==> src/rtl/imm_decode_stage.sv <==
// rtl/imm_decode_stage.sv - pipelined RV32/RV64 immediate decoder with 2-entry valid/ready output stage (optional CSR decode: IMMGEN_ZICSR_EN)
module imm_decode_stage #(
    parameter int XLEN  = 32,
    parameter int TAG_W = 32
) (
    input  logic             clk,
    input  logic             rst_n,
    input  logic             flush,
    input  logic             in_valid,
    output logic             in_ready,
    input  logic [31:0]      in_instr,
    input  logic [TAG_W-1:0] in_tag,
    output logic             out_valid,
    input  logic             out_ready,
    output logic [XLEN-1:0]  out_imm,
    output logic [2:0]       out_fmt,
    output logic             out_illegal,
    output logic [TAG_W-1:0] out_tag
);

    localparam logic [2:0] FMT_R   = 3'd0;
    localparam logic [2:0] FMT_I   = 3'd1;
    localparam logic [2:0] FMT_S   = 3'd2;
    localparam logic [2:0] FMT_B   = 3'd3;
    localparam logic [2:0] FMT_U   = 3'd4;
    localparam logic [2:0] FMT_J   = 3'd5;
    localparam logic [2:0] FMT_CSR = 3'd6;
    localparam logic [2:0] FMT_ILL = 3'd7;

    logic [31:0]      imm32;
    logic             imm_sext;
    logic [2:0]       dec_fmt;
    logic [XLEN-1:0]  dec_imm;
    logic             dec_ill;

    logic             main_valid;
    logic [XLEN-1:0]  main_imm;
    logic [2:0]       main_fmt;
    logic             main_ill;
    logic [TAG_W-1:0] main_tag;

    logic             skid_valid;
    logic [XLEN-1:0]  skid_imm;
    logic [2:0]       skid_fmt;
    logic             skid_ill;
    logic [TAG_W-1:0] skid_tag;

    logic             accept;
    logic             main_free;

    // Classify the opcode and build a 32-bit immediate before extension to XLEN
    always_comb begin
        dec_fmt  = FMT_ILL;
        imm32    = 32'd0;
        imm_sext = 1'b1;
        case (in_instr[6:0])
            7'b0000011, 7'b0010011, 7'b1100111: dec_fmt = FMT_I;
            7'b0011011: if (XLEN == 64) dec_fmt = FMT_I;
            7'b0100011: dec_fmt = FMT_S;
            7'b1100011: dec_fmt = FMT_B;
            7'b0110111, 7'b0010111: dec_fmt = FMT_U;
            7'b1101111: dec_fmt = FMT_J;
            7'b0110011: dec_fmt = FMT_R;
            7'b0111011: if (XLEN == 64) dec_fmt = FMT_R;
`ifdef IMMGEN_ZICSR_EN
            7'b1110011: dec_fmt = FMT_CSR;
`endif
            default: dec_fmt = FMT_ILL;
        endcase
        case (dec_fmt)
            FMT_I: imm32 = {{20{in_instr[31]}}, in_instr[31:20]};
            FMT_S: imm32 = {{20{in_instr[31]}}, in_instr[31:25], in_instr[11:7]};
            FMT_B: imm32 = {{19{in_instr[31]}}, in_instr[31], in_instr[7],
                            in_instr[30:25], in_instr[11:8], 1'b0};
            FMT_U: imm32 = {in_instr[31:12], 12'd0};
            FMT_J: imm32 = {{11{in_instr[31]}}, in_instr[31], in_instr[19:12],
                            in_instr[20], in_instr[30:21], 1'b0};
`ifdef IMMGEN_ZICSR_EN
            FMT_CSR: begin
                // CSR address and zimm are unsigned fields, never sign-extended
                imm32    = {15'd0, in_instr[31:20], in_instr[19:15]};
                imm_sext = 1'b0;
            end
`endif
            default: imm32 = 32'd0;
        endcase
        dec_imm = imm_sext ? XLEN'($signed(imm32)) : XLEN'(imm32);
        dec_ill = (dec_fmt == FMT_ILL);
    end

    assign accept    = in_valid && in_ready;
    assign main_free = !main_valid || out_ready;

    // Main/skid pair: main feeds the outputs, skid absorbs one entry while main is stalled
    always_ff @(posedge clk) begin
        if (!rst_n) begin
            main_valid <= 1'b0;
            main_imm   <= '0;
            main_fmt   <= 3'd0;
            main_ill   <= 1'b0;
            main_tag   <= '0;
            skid_valid <= 1'b0;
            skid_imm   <= '0;
            skid_fmt   <= 3'd0;
            skid_ill   <= 1'b0;
            skid_tag   <= '0;
        end else if (flush) begin
            main_valid <= 1'b0;
            skid_valid <= 1'b0;
        end else if (main_free) begin
            if (skid_valid) begin
                main_valid <= 1'b1;
                main_imm   <= skid_imm;
                main_fmt   <= skid_fmt;
                main_ill   <= skid_ill;
                main_tag   <= skid_tag;
                skid_valid <= 1'b0;
            end else if (accept) begin
                main_valid <= 1'b1;
                main_imm   <= dec_imm;
                main_fmt   <= dec_fmt;
                main_ill   <= dec_ill;
                main_tag   <= in_tag;
            end else begin
                main_valid <= 1'b0;
            end
        end else if (accept) begin
            skid_valid <= 1'b1;
            skid_imm   <= dec_imm;
            skid_fmt   <= dec_fmt;
            skid_ill   <= dec_ill;
            skid_tag   <= in_tag;
        end
    end

    assign in_ready    = !skid_valid;
    assign out_valid   = main_valid;
    assign out_imm     = main_imm;
    assign out_fmt     = main_fmt;
    assign out_illegal = main_ill;
    assign out_tag     = main_tag;

endmodule

==> config.mk <==
export PLATFORM = sky130hd
export DESIGN_NAME = imm_decode_stage
export DESIGN_NICKNAME = d
export VERILOG_FILES = /design/src/rtl/imm_decode_stage.sv
export SDC_FILE = /design/constraint.sdc
export NUM_CORES = 1
export LEC_CHECK = 0
export CAP_MARGIN = 20
export CORE_ASPECT_RATIO = 2
export CORE_MARGIN = 1.5
export CORE_UTILIZATION = 46
export CTS_BUF_LIST = sky130_fd_sc_hd__clkbuf_2 sky130_fd_sc_hd__clkbuf_4 sky130_fd_sc_hd__clkbuf_8
export DETAILED_ROUTE_END_ITERATION = 8
export PLACE_DENSITY = 0.77
export SLEW_MARGIN = 30
export SYNTH_ARGS = -nofsm -noshare
export SYNTH_HDL_FRONTEND = slang
export SYNTH_SLANG_ARGS = --single-unit
export TNS_END_PERCENT = 20
==> constraint.sdc <==
create_clock -name clk -period 1.6 [get_ports clk]
set_clock_uncertainty 0.05 [all_clocks]
set_input_delay 0.24 -clock clk [delete_from_list [all_inputs] [get_ports clk]]
set_output_delay 0.24 -clock clk [all_outputs]
set_load 0.03 [all_outputs]
# [After elaboration in Yosys (flattened, before gate mapping)]
# Cells that the tools add are included.
[totals] in_bits=69 ff_bits=138 output_inout_bits=70 wordCells=51
[classes] n_reduce_logical=11 n_bitwise=3 n_eq_ne=15 mux=12
[op_table] cell="32-bit case mux with 5 select lines" n=1
[op_table] cell="32-bit two-way mux" n=4
[op_table] cell="7-bit by 6-bit equality test with 1-bit output, second input constant" n=3
[op_table] cell="7-bit equality test, second input constant" n=3
[op_table] cell="3-bit case mux with 6 select lines" n=1
[op_table] cell="7-bit by 5-bit equality test with 1-bit output, second input constant" n=2
[op_table] cell="3-bit equality test, second input constant" n=3
[op_table] cell="7-bit by 2-bit equality test with 1-bit output, second input constant" n=1
[op_table] cell="3-bit by 2-bit equality test with 1-bit output, second input constant" n=2
[op_table] cell="3-bit two-way mux" n=2
[op_table] cell="3-bit AND reduction" n=2
[op_table] cell="3-bit OR reduction" n=2
[op_table] cell="1-bit two-way mux" n=4
[op_table] cell="2-bit OR reduction" n=2
[op_table] cell="3-bit by 1-bit equality test with 1-bit output, second input constant" n=1
[op_table] cell="1-bit inverter" n=3
[op_table] cell="1-bit logical NOT" n=2
[op_table] cell="2-bit nonzero test" n=1
[op_table] cell="1-bit logical AND" n=1
[op_table] cell="1-bit logical OR" n=1

# [Logic depth before layout (Yosys ltp)]
# Gate-level depths: netlist (run 1).
[logic_depth] depth_word=7 depth_mapped=8 ltp_nobuf=4

# [Least setup slack after synthesis (run 1)]
# No wires, ideal clock.
[synth_timing] path_type="register -> register" from="register main_valid (netlist: out_valid)" to="register main_imm[31] (netlist: out_imm[31])" path_slack_ns=-0.245 setup_ns=0.125 n_path_buf=2 stages_incl_launch_ff=7 arrival_time_ns=1.670 period_less_slack_ns=1.845 required_ns=1.425 cell_sequence="dfxtp_1 -> nor2b_1 -> or3_1 -> buf_2 -> buf_6 -> and3_1 -> a2111o_1"
[synth_via] elab_chain_cells=3
[synth_rtl] element="start: declaration" line="36" text="logic main_valid;"
[synth_rtl] element="start signal: assignment" line="97" text="main_valid <= 1'b0;"
[synth_rtl] element="start signal: assignment" line="108" text="main_valid <= 1'b0;"
[synth_rtl] element="start signal: assignment" line="112" text="main_valid <= 1'b1;"
[synth_rtl] element="1-bit logical NOT" line="92" text="assign main_free = !main_valid || out_ready;"
[synth_rtl] element="1-bit logical OR" line="92"
[synth_rtl] element="3-bit AND reduction (no line)"
[synth_rtl] element="end signal: assignment" line="113" text="main_imm <= skid_imm;"
[synth_rtl] element="end signal: assignment" line="120" text="main_imm <= dec_imm;"
[synth_rtl] element="end: declaration" line="37" text="logic [XLEN-1:0] main_imm;"
# No other way between the ends.
# A chain may end at the register's enable or synchronous reset.

# [Final worst setup path (run 1)]
[layout_timing] from="register skid_valid" to="register main_imm[19] (netlist: out_imm[19])"
[layout_via] elab_chain_cells=4
[layout_rtl] element="start: declaration" line="42" text="logic skid_valid;"
[layout_rtl] element="start signal: assignment" line="102" text="skid_valid <= 1'b0;"
[layout_rtl] element="start signal: assignment" line="109" text="skid_valid <= 1'b0;"
[layout_rtl] element="start signal: assignment" line="117" text="skid_valid <= 1'b0;"
[layout_rtl] element="1-bit logical NOT" line="136" text="assign in_ready = !skid_valid;"
[layout_rtl] element="1-bit logical AND" line="91" text="assign accept = in_valid && in_ready;"
[layout_rtl] element="2-bit nonzero test (no line)"
[layout_rtl] element="3-bit AND reduction (no line)"
# Parallel ways exist; a longest one is shown, timed or not.

==> results of run 1 <==
layer usage:
metal / GRT usage (%) / part of all wire, % / vias to the layer above
met4: 17.3 / 6.0 / 0
li1: - / - / 2879
met5: 0 / 0 / -
met3: 5.27 / 5.7 / 81
met2: 46.1 / 52 / 258
met1: 24.9 / 36 / 2892
flip-flops by register name (all words and copies together), names as in the netlist:
| register | cells |
|---|---|
| skid_valid | 1 |
| out_illegal | 1 |
| skid_tag | 32 |
| skid_ill | 1 |
| skid_fmt | 3 |
| out_valid | 1 |
| out_imm | 32 |
| out_fmt | 3 |
| out_tag | 32 |
| skid_imm | 32 |
power breakdown:
group | internal [mW] | switching [mW] | total (mW)
logic | 0.468 | 0.564 | 1.03
registers | 3.53 | 0.0537 | 3.58
clock network | 1.16 | 1.40 | 2.56
total | 5.16 | 2.02 | 7.18
Yosys cell counts, drive strengths merged (2+ instances only):
library cell and n:
a211o 2, nor3 2, nand3 42, or3b 2, o211ai 19, o211a 32, nand4 12, nor2 26
a2111o 9, nor2b 3, a221oi 8, a21oi 44, nand2 139, mux2i 33, inv 3, nand2b 3
nor3b 2, nand3b 2, a31oi 2, dfxtp 138, clkbuf 49, and3 11, o21a 11, o31ai 2
buf 17, and3b 2, o2111ai 3, a21boi 40, o21ai 42
area by class of cell:
cell class                      instances  area [µm²]  share of cell area, %
Clock buffer                           20         263                   3.10
Tap cell                              152         190                   2.24
Timing Repair Buffer                  202        1950                   23.0
Clock inverter                         12        90.1                   1.06
Sequential cell                       138        2770                   32.6
Multi-Input combinational cell        506        3210                   37.8
Inverter                                4        15.0                  0.177
final timing paths:
| check | cells past startpoint | end | slack [ns] |
|---|---|---|---|
| max | 4 | out_imm[19] | -0.05 |
| min reg2reg | 2 | skid_tag[20] | 0.41 |
| max reg2reg | 4 | out_imm[19] | -0.05 |
| min | 3 | out_tag[0] | 0.24 |
worst register-to-register path, cell delays in order, from the launching register on:
cell and delay [ns]:
sky130_fd_sc_hd__dfxtp_4 0.39, sky130_fd_sc_hd__nor2_4 0.05, sky130_fd_sc_hd__or3_2 0.53, sky130_fd_sc_hd__and3_4 0.18, sky130_fd_sc_hd__a2111o_1 0.34
kinds of logic after synthesis:
kind of cell / count (synthesis) / share of synthesized area, %
compound gates: 220 / 25.9
buf+inv: 70 / 4.78
flops: 138 / 45.3
mux: 33 / 5.41
simple gates: 251 / 18.7
stage by stage:
| step | hold slack (ns) | instances |
|---|---|---|
| 2_1_floorplan | 0.315 | 712 |
| 3_3_place_gp | 0.386 | 997 |
| 3_5_place_dp | 0.399 | 997 |
| 4_1_cts | 0.194 | 1029 |
| 5_1_grt | 0.218 | 1034 |
| 6_report | 0.236 | 1034 |
placed cells by master, fill, tap and decap left out, drive strengths merged, types with 3 or more instances in the layout:
| cell type | instances |
|---|---|
| mux2i | 33 |
| nand4 | 12 |
| nand3 | 42 |
| or3 | 3 |
| dlygate4sd2 | 68 |
| o2111ai | 3 |
| o21a | 11 |
| clkinv | 3 |
| clkbuf | 22 |
| nand2b | 3 |
| clkinvlp | 5 |
| o211ai | 19 |
| a2111o | 9 |
| o21ai | 42 |
| inv | 8 |
| nor2b | 3 |
| o211a | 32 |
| a21boi | 40 |
| nand2 | 139 |
| a221oi | 8 |
| buf | 64 |
| a21oi | 44 |
| dfxtp | 138 |
| clkdlybuf4s50 | 67 |
| and3 | 11 |
| nor2 | 26 |
repair_timing:
item | CTS | global route
pin swaps | 15 | 7
cloned | 0 | 4
setup buffers | 0 | 2
hold buffers | 0 | 0
endpoints found under the setup margin | 107 | 72
gates resized for setup | 86 | 41
==> results by stage, run 1 <==
Clocking:
- The maximum clock insertion buffer count is 2.
- For this design, the sink count on the clock tree is 138.
- After clock tree synthesis, the clock-pin slew on the worst setup and hold paths is 0.08 ns.
- The clock network latency to the later pin of the worst-skew pair is 0.44 ns.
- CTS placed an instance of sky130_fd_sc_hd__clkbuf_8 at the clock tree root.
- The CTS tree is built.
- The CTS buffer count is 17.
- The number of H-tree branching levels is 4.

Setup path:
- The signal on the critical path passes through nor2_4, or3_2, and3_4, a2111o_1.
- The endpoint arrival time on the critical path is 1.91 ns.
- The startpoint class of the critical path is a flip-flop.
- Data on the critical path is required at its endpoint by 1.86 ns.
- The largest single stage delay on the critical path is 0.53 ns.
- The number of buffers and inverters on the critical path is 0.
- The critical-path cell with the highest stage delay is sky130_fd_sc_hd__or3_2.
- Along the worst path, the maximum fanout reaches 5.
- Tracing the worst setup path back leads to its startpoint at skid_valid.
- STA classifies the critical path endpoint as a flip-flop.
- The kind of cell with the highest combined delay along the critical path is simple AND/OR/NAND/NOR gates.
- The critical path is of the flip-flop to flip-flop type.
- The startpoint of the worst-slack reg-to-reg timing path is skid_valid.

Timing:
- The count of final max-slew check failures was 0.
- The hold violation total from the final report was 0.
- Setup repair after global routing could not meet its margin everywhere.
- The final critical-path required period is 1.65 ns.
- The final critical path takes up 103% of the cycle.
- Once routing completed, OpenROAD measured the worst setup slack at -0.0475 ns.
- Setup violations remaining at the end of the flow were counted as 11.
- The pin slew with the least headroom to its limit is 0.568 ns.
- For this run, the top clock speed supported by timing is 0.607 GHz.
- In the final timing run, aggregate negative setup slack is -0.235 ns.
- The worst slew margin relative to its limit is 62.1%.

Final layout:
- The synthesis-to-finish area growth is 39.1%.
- The filler cells instantiated in the layout total 1,078.
- Of the cells placed in the final design, the portion with a size suffix greater than 1 is 15.4%.
- 0 antenna diodes ended up in the layout.
- The final core area utilization is 65.3%.
- With fillers left out, the area of the finished cells amounts to 8490 µm².
- The number of nets in the layout is 938.

Synth:
- During synthesis, Yosys emitted a total of 0 warnings.
- In the post-synthesis netlist, the biggest area contributors are sky130_fd_sc_hd__dfxtp_1 45%, sky130_fd_sc_hd__nand2_1 8.6%, sky130_fd_sc_hd__mux2i_1 5.4%, sky130_fd_sc_hd__o211a_1 5.3%, sky130_fd_sc_hd__a21boi_1 4.9%.
- The synthesized design spends more area on one cell type than any other, namely sky130_fd_sc_hd__dfxtp_1.
- The async set-reset flop share out of synthesis is 0%.
- Synthesis produced a netlist with a net count of 781.
- The flip-flop cell with the highest count after synthesis is sky130_fd_sc_hd__dfxtp_1.
- The share of the yosys chip area belonging to registers is 45.3%.
- The number of cells produced by synthesis is 712.
- The fraction of synthesized cell area taken by the top area cell type is 45.3%.
- Counting flops and latches in the post-synthesis netlist gives 138.
- Each instance of the synthesized netlist takes up on average 8.57 µm².
- The synthesized design contains 0 enable-type register cells.
- In this run the cell area of the synthesized design comes to 6100 µm².
- Counting distinct cell types in the post-synthesis netlist gives 48.

Floorplan:
- For this design the top-level I/O count stands at 139.
- For this configuration, the core starts out at a cell density of 47.0%.
- The total core area is 13,000 µm².
- The number of placement rows is 59.
- The width of the die is 84.4 µm.
- The die covers 14,000 µm².
- The floorplan die height is 166 µm.

Power and ir drop:
- Across the VDD grid, the largest voltage drop is 0.769 mV.
- After layout, the design draws a total of 7.18 mW.
- The cell area power density is 846 nW/µm².
- The leakage power total is 3.65 nW.

Status:
- The checks that failed: negative setup slack.
- The run finished, with violations left.

Detailed routing:
- For this run, the detailed router's first-pass iteration total came to 5.
- In the routed design, unresolved DRC markers number 0.
- The wire length after detailed routing is 18.3 mm.
- The via count is 6,110.
- The detailed router finished its first iteration with 280 violations.
- In the routed layout, each cell is associated on average with a via count of 5.91.
- The number of nets with antenna violations after detailed routing is 0.
- In the final routed layout, each cell accounts on average for 17.7 µm.

Worst hold path:
- The worst hold path belongs to the class primary input to flip-flop.
- The startpoint of the worst hold path is rst_n.

Place:
- The worst slack at placement is -0.536 ns.
- The number of buffer cells added on primary ports is 138.
- The congestion estimate from routability-driven global placement came to 0.864.
- After legalization and detailed placement, the total HPWL measured 12.5 mm.
- The total placed instance area is 8020 µm².

GRT:
- The global-route wire length before repair is 28.5 mm.
- The total routing resource utilization after global routing is 25.3%.
- The number of global-route vias before repair is 6,084.
- The initial antenna violation count is 1.
- The pin count of the biggest net entering global routing is 71.
- The leftover overflow at the end of global routing is 0.

Flow run:
- The number of maximum-capacitance violations is 0.
(Power assumes the default switching activity.)
==> inputs of run 2 (changes only) <==
- CORE_MARGIN: 1.5 -> 8
- RECOVER_POWER: default -> 100
==> run 2 against run 1 <==
Hold slack lost 0.13 ns. Final cell count grew 0.87%. Routed wire length grew 5.8%. Die area grew 24%. Sequential share of layout area is essentially flat. Highest routed layer unchanged. Sequential power is essentially flat. Sequential cell count is the same. Global-route usage shrank 4.4 points. The run now ends clean. Largest power group unchanged. Critical path type unchanged.
==> results by stage, run 2 (synthesis results as in run 1) <==
Clocking:
- The number of sinks driven by the clock tree was 138 (unchanged).
- Clock tree synthesis selected as its root buffer the cell sky130_fd_sc_hd__clkbuf_8.
- The number of buffers added to fix hold violations after cts was 0 (unchanged).
- The number of H-tree branching levels is 4 (unchanged).
- The CTS tree is built.
- The clock network latency to the later pin of the worst-skew pair was 0.44 ns (about the same).
- The CTS buffer count was 17 (unchanged).
- The maximum clock insertion buffer count is 2 (unchanged).
- The register clock-pin slew on the reported worst setup and hold paths is 0.08 ns (about the same).

Power and ir drop:
- The maximum vdd drop came to 0.700 mV (-9.0%).
- The final total power was 7.48 mW (+4.2%).
- The leakage power total was 3.72 nW (+1.9%).
- The cell area power density is 880 nW/µm² (+4.0%).

Floorplan:
- The overall die area is 17,400 µm² (+24%).
- The number of top-level pins is 139 (unchanged).
- The total core area is 13,000 µm² (unchanged).
- The effective utilization at floorplan is 47.0% (unchanged).
- The number of placement rows is 59 (unchanged).
- The width of the die is 97.4 µm (+15%).
- The floorplan die height came to 179 µm (+7.8%).

Timing:
- The total of endpoints with negative setup slack in the final report is 0 (-11).
- The hold violation total from the final report is 0 (unchanged).
- The final critical-path required period was 1.59 ns (-0.0577 ns).
- The share of the clock period used by the worst path after layout is 99.4% (-3.6 points).
- Setup repair after global routing could not meet its margin everywhere.
- The final-layout setup total negative slack was 0 ns (+0.235 ns).
- The worst slew margin relative to its limit is 61.4% (-0.71 points).
- The worst slack on hold paths is 0.106 ns (-0.130 ns).
- The top achievable clock speed is 0.629 GHz (+3.6%).
- The count of final max-slew check failures is 0 (unchanged).
- The pin slew with the least headroom to its limit is 0.579 ns (+0.0106 ns).

Detailed routing:
- The DRC violations left is 0 (unchanged).
- The final routed wire length divided by cell count is 18.5 µm (+4.9%).
- The mean number of vias per cell came to 5.74 (-2.9%).
- The length of the first detailed-routing pass in iterations is 5 (unchanged).
- The number of nets with antenna violations after detailed routing is 0 (unchanged).
- The detailed router's first-iteration violation count is 453 (+62%).
- The wire length after detailed routing is 19.3 mm (+5.8%).
- The via count is 5,986 (-2.0%).

Setup path:
- The number of buffers and inverters on the critical path is 2 (+2).
- By startpoint and endpoint, the worst setup path is classified as flip-flop to flip-flop.
- In this run the critical register-to-register path is captured at skid_imm[5].
- The worst reg2reg path depth was 6 (+2).
- The worst register-to-register path begins at skid_valid.
- Walking the worst path, the cells encountered are or3b_4, nor2_2, buf_12, clkbuf_16, nand3_1, a21boi_1.
- The endpoint arrival time on the critical path was 1.90 ns (about the same).
- STA classifies the critical path endpoint as a flip-flop.
- The register-to-register setup slack came to 0.01 ns (+0.06 ns).
- The critical-path maximum fanout is 12 (+7).
- Among all stages on the critical path, the largest delay is contributed by sky130_fd_sc_hd__or3b_4.
- In this design, the largest share of critical-path delay is due to simple AND/OR/NAND/NOR gates.
- The critical path's largest stage delay is 0.39 ns (-0.14 ns).
- The startpoint class of the critical path is a flip-flop.
- The required arrival time at the worst endpoint is 1.91 ns (+0.05 ns).

Place:
- The total placed instance area came to 8040 µm² (+0.19%).
- The global placer's final weighted congestion is 0.916 (+6.0%).
- The number of buffer cells added on primary ports is 138 (unchanged).
- The total half-perimeter wirelength after legalization and detailed placement was 13.7 mm (+9.4%).

Flow run:
- The number of maximum-capacitance violations is 0 (unchanged).

Worst hold path:
- The number of stages on the worst hold path is 3 (unchanged).
- The path class of the tightest hold or removal check is primary input to flip-flop.
- For hold timing, the worst endpoint is skid_imm[25].
- In this run the most critical hold path is launched from rst_n.

Final layout:
- The number of fillers in the final layout is 1,079 (+0.093%).
- The share of final-layout standard cells stronger than drive strength 1 came to 14.7% (-0.68 points).
- The library cells used most frequently in the layout, excluding fill and tap cells, are 138 x sky130_fd_sc_hd__nand2_1, 136 x sky130_fd_sc_hd__dfxtp_1, 67 x sky130_fd_sc_hd__dlygate4sd2_1, 64 x sky130_fd_sc_hd__clkdlybuf4s50_1, 55 x sky130_fd_sc_hd__buf_4.
- The synthesis-to-finish area growth is 39.3%.
- The final core area utilization is 65.4% (+0.096 points).
- The area taken by multi-input logic gates is 3160 µm² (-1.4%).
- The area of all sequential standard cells is 2770 µm² (unchanged).
- The final instance area is 8500 µm² (+0.15%).
- The number of nets in the layout came to 945 (+0.75%).
- The most frequent standard cell in the layout excluding fill and tap cells is sky130_fd_sc_hd__nand2_1.

GRT:
- The global-route wire length before repair is 30.0 mm (+5.1%).
- The initial antenna violation count came to 2 (+1).
- The most used routing layer in global routing is met2.
- The total routing resource utilization after global routing was 20.9% (-4.4 points).
- The number of global-route vias before repair is 6,244 (+2.6%).
- The met1 track demand over resource came to 19.4% (-5.5 points).
- The global-route track usage on met2 is 39.1% (-7.0 points).
- The leftover overflow at the end of global routing is 0 (unchanged).
- The met3 track demand over resource in global routing is 5.98% (+0.71 points).
- The pin count of the biggest net entering global routing is 64 (-9.9%).

Status:
- The flow ran to the end, and the final reports show no timing, DRC or antenna violations.
==> run 2: metrics by stage <==
step                setup slack, ns  cells
floorplan                    -0.133    712
global placement             -0.479   1004
detailed placement           -0.542   1004
CTS                         -0.0708   1036
global route                -0.0817   1043
finish                       0.0102   1043
==> run 2: cell type report <==
cell class | instances | share of cell area [%]
Sequential cell | 138 | 32.6
Antenna cell | 2 | 0.0589
Timing Repair Buffer | 209 | 23.0
Inverter | 4 | 0.177
Multi-Input combinational cell | 506 | 37.2
Tap cell | 152 | 2.24
Clock buffer | 20 | 3.09
Clock inverter | 12 | 1.69
==> run 2: metal layers <==
metal  wire [µm]  share of wire (%)
met4         775                4.0
met5           0                  0
met1        6930                 36
met3        1060                5.5
met2       10600                 55
==> run 2: power by group <==
part / internal (mW) / leakage (nW) / switching, mW
registers: 3.53 / 1.12 / 0.0546
logic: 0.459 / 2.40 / 0.566
clock network: 1.48 / 0.197 / 1.39
==> run 2: worst max path at each step <==
stage,startpoint,end,slack [ns],cells after the start
floorplan,out_valid,out_imm[31],-0.13,6
global placement,in_valid,out_imm[12],-0.48,6
detailed placement,in_instr[6],out_imm[31],-0.54,5
CTS,out_valid,out_imm[19],-0.07,5
global route,skid_valid,out_imm[9],-0.08,6
finish,skid_valid,skid_imm[5],0.01,6
==> run 2: worst reg2reg max path, delay by kind of cell, from the launching register on <==
kind | cells | cell delay [ns]
compound gates | 1 | 0.16
buf+inv | 2 | 0.31
flops | 1 | 0.37
simple gates | 3 | 0.63
==> run 2: timing repair <==
action                     in CTS  in global routing
gates cloned                    0                  5
setup endpoints to repair      82                 70
setup buffers                   0                  1
resized for setup              81                 23
pin swaps                       4                 16
